<file path="src/rtl/hazard_stall_controller_if.sv">
// Bundle of hazard-detection inputs and pipeline-control outputs shared
// between the 5-stage pipeline datapath (master) and the stall controller (slave).
`timescale 1ns/1ps
interface hazard_stall_controller_if #(
    parameter int CNT_W = 16
);
    // Pipeline state presented to the controller
    logic [4:0]       IF_ID_Rs;
    logic [4:0]       IF_ID_Rt;
    logic             ID_Branch;
    logic             ID_BranchTaken;
    logic             ID_Jump;
    logic             ID_EX_MemRead;
    logic             ID_EX_RegWrite;
    logic [4:0]       ID_EX_Rd;
    logic             EX_MEM_MemRead;
    logic             EX_MEM_MemWrite;
    logic [4:0]       EX_MEM_Rd;
    logic             mem_ready;

    // Sequencing controls returned to the pipeline
    logic             PCWrite;
    logic             IF_ID_Write;
    logic             IF_ID_Flush;
    logic             ID_EX_Write;
    logic             ID_EX_Flush;
    logic             EX_MEM_Write;
    logic             MEM_WB_Flush;
    logic [CNT_W-1:0] stall_cycles;
    logic             mem_error;

    // Datapath side
    modport master (
        output IF_ID_Rs, IF_ID_Rt, ID_Branch, ID_BranchTaken, ID_Jump,
               ID_EX_MemRead, ID_EX_RegWrite, ID_EX_Rd,
               EX_MEM_MemRead, EX_MEM_MemWrite, EX_MEM_Rd, mem_ready,
        input  PCWrite, IF_ID_Write, IF_ID_Flush, ID_EX_Write, ID_EX_Flush,
               EX_MEM_Write, MEM_WB_Flush, stall_cycles, mem_error
    );

    // Controller side
    modport slave (
        input  IF_ID_Rs, IF_ID_Rt, ID_Branch, ID_BranchTaken, ID_Jump,
               ID_EX_MemRead, ID_EX_RegWrite, ID_EX_Rd,
               EX_MEM_MemRead, EX_MEM_MemWrite, EX_MEM_Rd, mem_ready,
        output PCWrite, IF_ID_Write, IF_ID_Flush, ID_EX_Write, ID_EX_Flush,
               EX_MEM_Write, MEM_WB_Flush, stall_cycles, mem_error
    );
endinterface

</file>
<file path="src/rtl/hazard_stall_controller.sv">
// Pipeline sequencing controller for the 5-stage MIPS core.
// Freezes the pipe during data-memory wait states, inserts bubbles for
// load-use and ID-stage branch operand hazards, flushes IF/ID on redirects,
// and tracks a saturating stall-cycle count plus a sticky memory timeout.
`timescale 1ns/1ps
module hazard_stall_controller #(
    parameter int CNT_W       = 16,
    parameter int MEM_TIMEOUT = 64
) (
    input  logic                     clk,
    input  logic                     rst,
    hazard_stall_controller_if.slave hs
);

    localparam int                WCNT_W   = (MEM_TIMEOUT < 2) ? 1 : $clog2(MEM_TIMEOUT + 1);
    localparam logic [WCNT_W-1:0] WCNT_MAX = WCNT_W'(MEM_TIMEOUT);
    localparam logic [CNT_W-1:0]  SC_MAX   = {CNT_W{1'b1}};

    typedef enum logic [0:0] {
        RUN      = 1'b0,
        MEM_WAIT = 1'b1
    } state_t;

    state_t            state_q, state_d;
    logic [WCNT_W-1:0] wait_cnt_q, wait_cnt_d;
    logic [CNT_W-1:0]  stall_cycles_q, stall_cycles_d;
    logic              mem_error_q, mem_error_d;

    logic mem_access, freeze;
    logic ex_hit, mem_hit, load_use, br_hazard, stall, redirect;

    logic pc_write, if_id_write, if_id_flush, id_ex_write, id_ex_flush;
    logic ex_mem_write, mem_wb_flush;

    // Register 0 is hard-wired zero, so it never creates a dependency.
    function automatic logic reg_match(input logic [4:0] producer, input logic [4:0] consumer);
        return (producer != 5'd0) && (producer == consumer);
    endfunction

    // Hazard classification from the current pipeline contents
    always_comb begin
        mem_access = hs.EX_MEM_MemRead | hs.EX_MEM_MemWrite;
        freeze     = mem_access & ~hs.mem_ready;
        ex_hit     = reg_match(hs.ID_EX_Rd, hs.IF_ID_Rs) | reg_match(hs.ID_EX_Rd, hs.IF_ID_Rt);
        mem_hit    = reg_match(hs.EX_MEM_Rd, hs.IF_ID_Rs) | reg_match(hs.EX_MEM_Rd, hs.IF_ID_Rt);
        load_use   = hs.ID_EX_MemRead & ex_hit;
        // A branch compares in ID, so even an ALU result in EX is too late to forward;
        // a load in MEM is likewise not yet available.
        br_hazard  = hs.ID_Branch & ((hs.ID_EX_RegWrite & ex_hit) | (hs.EX_MEM_MemRead & mem_hit));
        stall      = ~freeze & (load_use | br_hazard);
        // Branch outcome is only trusted once operands are settled (no stall).
        redirect   = ~freeze & ~stall & (hs.ID_Jump | (hs.ID_Branch & hs.ID_BranchTaken));
    end

    // Next-state, wait-counter and stall-counter logic
    always_comb begin
        state_d        = state_q;
        wait_cnt_d     = wait_cnt_q;
        mem_error_d    = mem_error_q;
        stall_cycles_d = stall_cycles_q;

        case (state_q)
            RUN: begin
                wait_cnt_d = '0;
                if (freeze) begin
                    state_d = MEM_WAIT;
                end
            end
            MEM_WAIT: begin
                wait_cnt_d = (wait_cnt_q == WCNT_MAX) ? wait_cnt_q : wait_cnt_q + 1'b1;
                if (wait_cnt_d == WCNT_MAX) begin
                    mem_error_d = 1'b1;
                end
                // Leave once the access completes (or disappears); a timeout never forces an exit.
                if (!freeze) begin
                    state_d = RUN;
                end
            end
            default: begin
                state_d    = RUN;
                wait_cnt_d = '0;
            end
        endcase

        if (!pc_write && (stall_cycles_q != SC_MAX)) begin
            stall_cycles_d = stall_cycles_q + 1'b1;
        end
    end

    // Pipeline enables/flushes; priority rst > freeze > stall > redirect
    always_comb begin
        pc_write     = 1'b1;
        if_id_write  = 1'b1;
        if_id_flush  = 1'b0;
        id_ex_write  = 1'b1;
        id_ex_flush  = 1'b0;
        ex_mem_write = 1'b1;
        mem_wb_flush = 1'b0;

        if (rst) begin
            pc_write     = 1'b0;
            if_id_write  = 1'b0;
            id_ex_write  = 1'b0;
            ex_mem_write = 1'b0;
            if_id_flush  = 1'b1;
            id_ex_flush  = 1'b1;
            mem_wb_flush = 1'b1;
        end else if (freeze) begin
            // Everything upstream of MEM holds; WB receives a bubble each wait cycle.
            pc_write     = 1'b0;
            if_id_write  = 1'b0;
            id_ex_write  = 1'b0;
            ex_mem_write = 1'b0;
            mem_wb_flush = 1'b1;
        end else if (stall) begin
            // Hold IF and ID, let EX/MEM drain, inject a bubble into EX.
            pc_write     = 1'b0;
            if_id_write  = 1'b0;
            id_ex_flush  = 1'b1;
        end else if (redirect) begin
            if_id_flush  = 1'b1;
        end
    end

    // State and counter registers with asynchronous reset
    always_ff @(posedge clk or posedge rst) begin
        if (rst) begin
            state_q        <= RUN;
            wait_cnt_q     <= '0;
            stall_cycles_q <= '0;
            mem_error_q    <= 1'b0;
        end else begin
            state_q        <= state_d;
            wait_cnt_q     <= wait_cnt_d;
            stall_cycles_q <= stall_cycles_d;
            mem_error_q    <= mem_error_d;
        end
    end

    assign hs.PCWrite      = pc_write;
    assign hs.IF_ID_Write  = if_id_write;
    assign hs.IF_ID_Flush  = if_id_flush;
    assign hs.ID_EX_Write  = id_ex_write;
    assign hs.ID_EX_Flush  = id_ex_flush;
    assign hs.EX_MEM_Write = ex_mem_write;
    assign hs.MEM_WB_Flush = mem_wb_flush;
    assign hs.stall_cycles = stall_cycles_q;
    assign hs.mem_error    = mem_error_q;

endmodule

</file>
<file path="src/flat_wrapper.sv">
// flat-port wrapper written by rule: the top's interface ports become plain ports
module hazard_stall_controller_flat 
#(
    parameter int CNT_W       = 16,
    parameter int MEM_TIMEOUT = 64
)
  (clk, rst, hs_IF_ID_Rs, hs_IF_ID_Rt, hs_ID_Branch, hs_ID_BranchTaken, hs_ID_Jump, hs_ID_EX_MemRead, hs_ID_EX_RegWrite, hs_ID_EX_Rd, hs_EX_MEM_MemRead, hs_EX_MEM_MemWrite, hs_EX_MEM_Rd, hs_mem_ready, hs_PCWrite, hs_IF_ID_Write, hs_IF_ID_Flush, hs_ID_EX_Write, hs_ID_EX_Flush, hs_EX_MEM_Write, hs_MEM_WB_Flush, hs_stall_cycles, hs_mem_error);
  hazard_stall_controller_if #(.CNT_W(CNT_W)) hs_i ();
  input  logic clk;
  input  logic rst;
  input wire logic [$bits(hs_i.IF_ID_Rs)-1:0] hs_IF_ID_Rs;
  input wire logic [$bits(hs_i.IF_ID_Rt)-1:0] hs_IF_ID_Rt;
  input wire logic [$bits(hs_i.ID_Branch)-1:0] hs_ID_Branch;
  input wire logic [$bits(hs_i.ID_BranchTaken)-1:0] hs_ID_BranchTaken;
  input wire logic [$bits(hs_i.ID_Jump)-1:0] hs_ID_Jump;
  input wire logic [$bits(hs_i.ID_EX_MemRead)-1:0] hs_ID_EX_MemRead;
  input wire logic [$bits(hs_i.ID_EX_RegWrite)-1:0] hs_ID_EX_RegWrite;
  input wire logic [$bits(hs_i.ID_EX_Rd)-1:0] hs_ID_EX_Rd;
  input wire logic [$bits(hs_i.EX_MEM_MemRead)-1:0] hs_EX_MEM_MemRead;
  input wire logic [$bits(hs_i.EX_MEM_MemWrite)-1:0] hs_EX_MEM_MemWrite;
  input wire logic [$bits(hs_i.EX_MEM_Rd)-1:0] hs_EX_MEM_Rd;
  input wire logic [$bits(hs_i.mem_ready)-1:0] hs_mem_ready;
  output wire logic [$bits(hs_i.PCWrite)-1:0] hs_PCWrite;
  output wire logic [$bits(hs_i.IF_ID_Write)-1:0] hs_IF_ID_Write;
  output wire logic [$bits(hs_i.IF_ID_Flush)-1:0] hs_IF_ID_Flush;
  output wire logic [$bits(hs_i.ID_EX_Write)-1:0] hs_ID_EX_Write;
  output wire logic [$bits(hs_i.ID_EX_Flush)-1:0] hs_ID_EX_Flush;
  output wire logic [$bits(hs_i.EX_MEM_Write)-1:0] hs_EX_MEM_Write;
  output wire logic [$bits(hs_i.MEM_WB_Flush)-1:0] hs_MEM_WB_Flush;
  output wire logic [$bits(hs_i.stall_cycles)-1:0] hs_stall_cycles;
  output wire logic [$bits(hs_i.mem_error)-1:0] hs_mem_error;
  assign hs_i.IF_ID_Rs = hs_IF_ID_Rs;
  assign hs_i.IF_ID_Rt = hs_IF_ID_Rt;
  assign hs_i.ID_Branch = hs_ID_Branch;
  assign hs_i.ID_BranchTaken = hs_ID_BranchTaken;
  assign hs_i.ID_Jump = hs_ID_Jump;
  assign hs_i.ID_EX_MemRead = hs_ID_EX_MemRead;
  assign hs_i.ID_EX_RegWrite = hs_ID_EX_RegWrite;
  assign hs_i.ID_EX_Rd = hs_ID_EX_Rd;
  assign hs_i.EX_MEM_MemRead = hs_EX_MEM_MemRead;
  assign hs_i.EX_MEM_MemWrite = hs_EX_MEM_MemWrite;
  assign hs_i.EX_MEM_Rd = hs_EX_MEM_Rd;
  assign hs_i.mem_ready = hs_mem_ready;
  assign hs_PCWrite = hs_i.PCWrite;
  assign hs_IF_ID_Write = hs_i.IF_ID_Write;
  assign hs_IF_ID_Flush = hs_i.IF_ID_Flush;
  assign hs_ID_EX_Write = hs_i.ID_EX_Write;
  assign hs_ID_EX_Flush = hs_i.ID_EX_Flush;
  assign hs_EX_MEM_Write = hs_i.EX_MEM_Write;
  assign hs_MEM_WB_Flush = hs_i.MEM_WB_Flush;
  assign hs_stall_cycles = hs_i.stall_cycles;
  assign hs_mem_error = hs_i.mem_error;
  hazard_stall_controller #(.CNT_W(CNT_W), .MEM_TIMEOUT(MEM_TIMEOUT)) u_core (.clk(clk), .rst(rst), .hs(hs_i));
endmodule
</file>
<file path="config.mk">
export PLATFORM = sky130hd
export DESIGN_NAME = hazard_stall_controller_flat
export DESIGN_NICKNAME = d
export VERILOG_FILES = /design/src/rtl/hazard_stall_controller_if.sv /design/src/rtl/hazard_stall_controller.sv /design/src/flat_wrapper.sv
export SDC_FILE = /design/constraint.sdc
export NUM_CORES = 1
export LEC_CHECK = 0
export CORE_MARGIN = 2
export CORE_UTILIZATION = 41
export CTS_CLUSTER_DIAMETER = 100
export CTS_CLUSTER_SIZE = 14
export DETAILED_ROUTE_END_ITERATION = 8
export GPL_ROUTABILITY_DRIVEN = 0
export GPL_TIMING_DRIVEN = 0
export PLACE_DENSITY = 0.79
export REMOVE_ABC_BUFFERS = 1
export SETUP_SLACK_MARGIN = 0.02
export SYNTH_ARGS = -nofsm -noshare
export SYNTH_HDL_FRONTEND = slang
export SYNTH_SLANG_ARGS = --single-unit
</file>
<file path="constraint.sdc">
create_clock -name clk -period 3.65 [get_ports clk]
set_input_delay 1.095 -clock clk [delete_from_list [all_inputs] [get_ports clk]]
set_output_delay 1.095 -clock clk [all_outputs]
set_load 0.02 [all_outputs]
</file>
# Yosys cells after proc, flatten, opt, wreduce, memory -nomap -nowiden
# Cells that the tools add are included.
# word_totals
ram_bits	0
reg_bits	25
mem_bits_ro	0
wordCells	57
latchBits	0
n_memories	0
output_inout_bits	24
inputBits	30
# classes
n_reduce_logical	9
eq_ne	7
n_div	0
magnitude_cmp	0
bitwise_logic	19
n_mul	0
n_addsub	2
shifts	0
muxes	16
# ops
cell	count
$eq A5 B5 Y1	4
$add A16 B1 Y16 const B	1
$ne A16 B16 Y1 const B	1
$eq A7 B7 Y1 const B	2
$mux W1	14
$pmux W7 S2	1
$reduce_bool A5 Y1	2
$and A1 B1 Y1	9
$add A7 B1 Y7 const B	1
$mux W7	1
$or A1 B1 Y1	6
$logic_and A1 B1 Y1	5
$not A1 Y1	4
$reduce_and A2 Y1	1
$logic_not A1 Y1	1

# Logic depth before layout (Yosys ltp)
# depth
ltp_word	15
ltp_mapped	8
depth_no_buf	8

# Worst setup path before layout
# No wires, ideal clock.
# synth_path
path_type	input-to-output
from	in rst
to	out hs_PCWrite
cell_stages	6
required_time_ns	2.555
setup_slack_ns	-0.592
path_buffers	2
arrival_time_ns	3.147
cell_sequence	inv_1 -> o21ai_0 -> a221o_2 -> buf_6 -> inv_1 -> buf_4
# synth_via
elab_chain_len	1
# synth_lines
item	line_no	text
from (decl)	flat_wrapper.sv:10	input logic rst;
$mux W1	--	
to (decl)	flat_wrapper.sv:23	output wire logic [$bits(hs_i.PCWrite)-1:0] hs_PCWrite;
# No other way between the ends.

# Worst setup path after layout
# layout_path
from	in hs_EX_MEM_Rd[0]
to	out hs_IF_ID_Write
# layout_via
elab_chain_len	11
word_cells_on_any_way	14
cone_classes	eq/ne: 2; mux: 3; bitwise: 6; reduce/logical: 3
# layout_lines
item	line_no	text
from (decl)	flat_wrapper.sv:21	input wire logic [$bits(hs_i.EX_MEM_Rd)-1:0] hs_EX_MEM_Rd;
$eq A5 B5 Y1 or $reduce_bool A5 Y1 (tied branches)	hazard_stall_controller.sv:37	return (producer != 5'd0) && (producer == consumer);
$logic_and A1 B1 Y1	hazard_stall_controller.sv:37	
$or A1 B1 Y1 (*)	hazard_stall_controller.sv:45	mem_hit = reg_match(hs.EX_MEM_Rd, hs.IF_ID_Rs) | reg_match(hs.EX_MEM_Rd, hs.IF_ID_Rt);
$and A1 B1 Y1 (*)	hazard_stall_controller.sv:49	br_hazard = hs.ID_Branch & ((hs.ID_EX_RegWrite & ex_hit) | (hs.EX_MEM_MemRead & mem_hit));
$or A1 B1 Y1 (*)	hazard_stall_controller.sv:49	
$and A1 B1 Y1 (*)	hazard_stall_controller.sv:49	
$or A1 B1 Y1 (*)	hazard_stall_controller.sv:50	stall = ~freeze & (load_use | br_hazard);
$and A1 B1 Y1 (*)	hazard_stall_controller.sv:50	
$mux W1 (*)	hazard_stall_controller.sv:115	end else if (stall) begin
$mux W1 (*)	hazard_stall_controller.sv:108	end else if (freeze) begin
$mux W1 (*)	hazard_stall_controller.sv:100	if (rst) begin
to (decl)	flat_wrapper.sv:24	output wire logic [$bits(hs_i.IF_ID_Write)-1:0] hs_IF_ID_Write;
# Mark *: on every way between the ends. The rest lies on a longest branch, timed or not.

==> impl_results.md <==
* Tmin final at 3610 ps
* Placed Cells at 259
* Pre-antenna DRT Iters at 4
* Family with the most delay on the worst path: compound AO/OA/AOI/OAI gates
* 1st-iter DRT viols at 54
* Synth warn at 0
* Routed Antenna Nets at 0
* Detailed-route DRC error count at 0
* # rows at 22
* Share of layout cells above drive strength 1 at 12.8%
* CP startpoint kind: input port
* Die ar. at 0.00437 sq mm
* Unrepaired setup endpoints after global routing: no
* Total GRT Usage at 18.3%
* Buffers plus inverters on the worst setup path at 3
* Critical Path Sink Type: primary output
* Clock Path Buffers at 2
* Critical-path cell list: buf_4 > or3_4 > o311a_4 > a221o_2 > inv_2 > buf_6
* Hold path cells at 1
* Crit path max-delay cell type: a221o_2
* Register area at 626 sq um
* CTS root buf: clkbuf_8
* Core ar. at 0.00369 sq mm
* Flops & latches, synth at 25
* Crit-path max cell delay at 410 ps
* Hold slack at 468 ps
* Status: complete, no violations
* Vias at 1,393
* Pin count of the biggest net entering global routing at 16
* Static leakage at 1.04 nW
* Initial antenna violation count at 0
* Post-Synthesis Cell Area at 0.00158 sq mm
* CTS tree: yes
* Sequential cell area fraction in the yosys report at 39.6%
* Layout area overhead at 43.9%
* Max Fanout on Critical Path at 3
* Reg clk slew, reported paths at 80 ps
* Chip width at 66.1 um
* Worst EP arrival at 2510 ps
* Async S/R FF share, synth at 100%
* Crit Path Category: input port to primary output
* Switching pwr at 299 uW
* Clk pwr share at 18.5%
* Clk sink count at 25
* Cell Int Power at 576 uW
* Cell count after synthesis at 165
* CP required at 2550 ps
* Dpl hpwl at 2670 um
* H-Tree Depth at 1
* DR vias/cell at 5.24
* Total CTS buffers at 3
* Final wirelength at 3790 um
* Synth Flop Type: dfrtp_1
* Net Sw Frac at 34.1%
* Worst reg-to-reg path cell count at 5
* Number of global-route vias before repair at 1,344
* Worst-Margin Slew at 671 ps
* # fillers at 317
* Syn Area/Cell at 9.58 sq um
* Worst hold path class: flip-flop to flip-flop
* Final Cycle Share at 98.9%
* Final setup vio count at 0
* Place WS at -1420 ps
* I/O Buffers at 53
* Chip Height at 66.1 um
* Gate power share at 39.7%
* Flop pwr share at 41.8%
* IO Pins at 54
* Netlist cell types at 31
* Pwr dens at 384 mW/mm^2
* Levels on crit path at 6
* # diodes at 0
* Total grt overflow at 0
* First-pass GRT wire length at 6110 um
* Fmax at 277 MHz
* Layout Nets at 252
* Non-filler cells in the finished layout at 266
* Initial Util at 42.9%
* Multi-input combinational cell area at 953 sq um
* Final setup margin at 40.1 ps
* Slew Limit Fails at 0
* Skew final at 6.50 ps
* Max Cap Violations at 0
* Max VDD drop at 172 uV
* Final Hold Vio Count at 0
* WL/cell at 14.2 um
* Slew headroom at 55.0%
* Clk_lat worst skew at 270 ps
* EDFF count, synth at 0
==> state kept, by name, indices dropped and copies added (netlist names) <==
name / cells
u_core.hs.stall_cycles: 16
u_core.wait_cnt_q: 7
u_core.hs.mem_error: 1
u_core.state_q: 1
==> kinds of logic (layout without fill, tap and decap cells) <==
group / after synthesis / after routing / share of synthesized area, %
simple gates: 66 / 66 / 23.4
xor+xnor: 43 / 43 / 23.8
flops: 25 / 25 / 39.6
compound gates: 14 / 14 / 5.85
buf+inv: 13 / 66 / 4.27
fa+ha+maj: 3 / 3 / 2.37
mux: 1 / 1 / 0.712
==> worst paths after layout <==
check / startpoint / endpoint / slack (ps)
worst max-delay path: hs_EX_MEM_Rd[0] / hs_IF_ID_Write / 40
worst min-delay path: u_core.hs.mem_error$_DFFE_PP0P_ / u_core.hs.mem_error$_DFFE_PP0P_ / 470
worst max register to register: u_core.hs.stall_cycles[4]$_DFFE_PP0P_ / u_core.hs.stall_cycles[1]$_DFFE_PP0P_ / 1490
worst min register to register: u_core.hs.mem_error$_DFFE_PP0P_ / u_core.hs.mem_error$_DFFE_PP0P_ / 470
max in group asynchronous: rst / u_core.hs.stall_cycles[10]$_DFFE_PP0P_ / 1950
min in group asynchronous: rst / u_core.hs.stall_cycles[7]$_DFFE_PP0P_ / 1310
==> synth_stat cells, types with 2 or more instances <==
master	n	area [sq um]
and2_1	6	37.5
inv_1	6	22.5
o21ai_0	4	20.0
xnor2_1	41	359
o22ai_1	2	12.5
clkbuf_1	3	11.3
xor2_1	2	17.5
buf_4	3	22.5
and4_1	4	35.0
nand4_1	9	56.3
dfrtp_1	25	626
nand2_1	9	33.8
nand3_1	14	70.1
and3_1	9	56.3
nor2_1	8	30.0
a21oi_1	3	15.0
ha_1	3	37.5
==> power by group through the flow <==
stage / sequential, mW / clock [mW] / combinational, mW
floorplan: 0.413 / 0 / 0.135
global placement: 0.370 / 0 / 0.330
detailed placement: 0.372 / 0 / 0.340
CTS: 0.367 / 0.166 / 0.343
global route: 0.374 / 0.177 / 0.374
finish: 0.366 / 0.162 / 0.347
==> placed cells by master, fill, tap and decap left out, types with 2 or more instances in the layout <==
cell type | netlist | layout
dlygate4sd2_1 | 0 | 7
buf_6 | 1 | 3
ha_1 | 3 | 3
o21ai_0 | 4 | 3
a21oi_1 | 3 | 2
dlymetal6s2s_1 | 0 | 13
nor2_1 | 8 | 8
and3_1 | 9 | 9
xnor2_1 | 41 | 39
clkdlybuf4s50_1 | 0 | 26
buf_4 | 3 | 5
inv_1 | 6 | 4
xor2_1 | 2 | 2
clkbuf_8 | 0 | 3
and2_1 | 6 | 6
nand3_1 | 14 | 14
nand2_1 | 9 | 9
nand4_1 | 9 | 9
and4_1 | 4 | 4
dfrtp_1 | 25 | 25
xnor2_2 | 0 | 2
==> final cells by class <==
cell class / instances / area share, %
repair inverters: 1 / 0.220
repair buffers: 55 / 24.6
clock buffers: 4 / 1.98
flip-flops and latches: 25 / 27.5
inverters: 6 / 1.15
well taps: 48 / 2.64
multi-input cells: 127 / 41.9
==> what timing repair did <==
item | 4_1_cts | 5_1_grt
hold buffers | 0 | 0
buffers inserted | 2 | 0
gates resized for setup | 50 | 22
pin swaps | 6 | 13
cloned | 1 | 0
endpoints found under the setup margin | 7 | 4
==> per-stage QoR <==
stage / cell area [sq um] / utilization, % / total power, mW / TNS, ps
floorplan: 1540 / - / 0.547 / -998
global placement: 2130 / 57.7 / 0.700 / -6650
detailed placement: 2130 / 57.7 / 0.712 / -7110
CTS: 2190 / 59.5 / 0.876 / 0
global route: 2280 / 61.7 / 0.926 / 0
finish: 2280 / 61.7 / 0.875 / 0
==> metal layers <==
| layer | wire length [um] | track usage [%] | vias up | part of all wire, % |
|---|---|---|---|---|
| li1 | - | - | 678 | - |
| met1 | 1610 | 22.7 | 651 | 42 |
| met2 | 1840 | 30.6 | 57 | 49 |
| met3 | 261 | 4.09 | 7 | 6.9 |
| met4 | 82 | 7.14 | 0 | 2.2 |
| met5 | 0 | 0 | - | 0 |
Note: power is estimated with default switching activity, not from simulation.
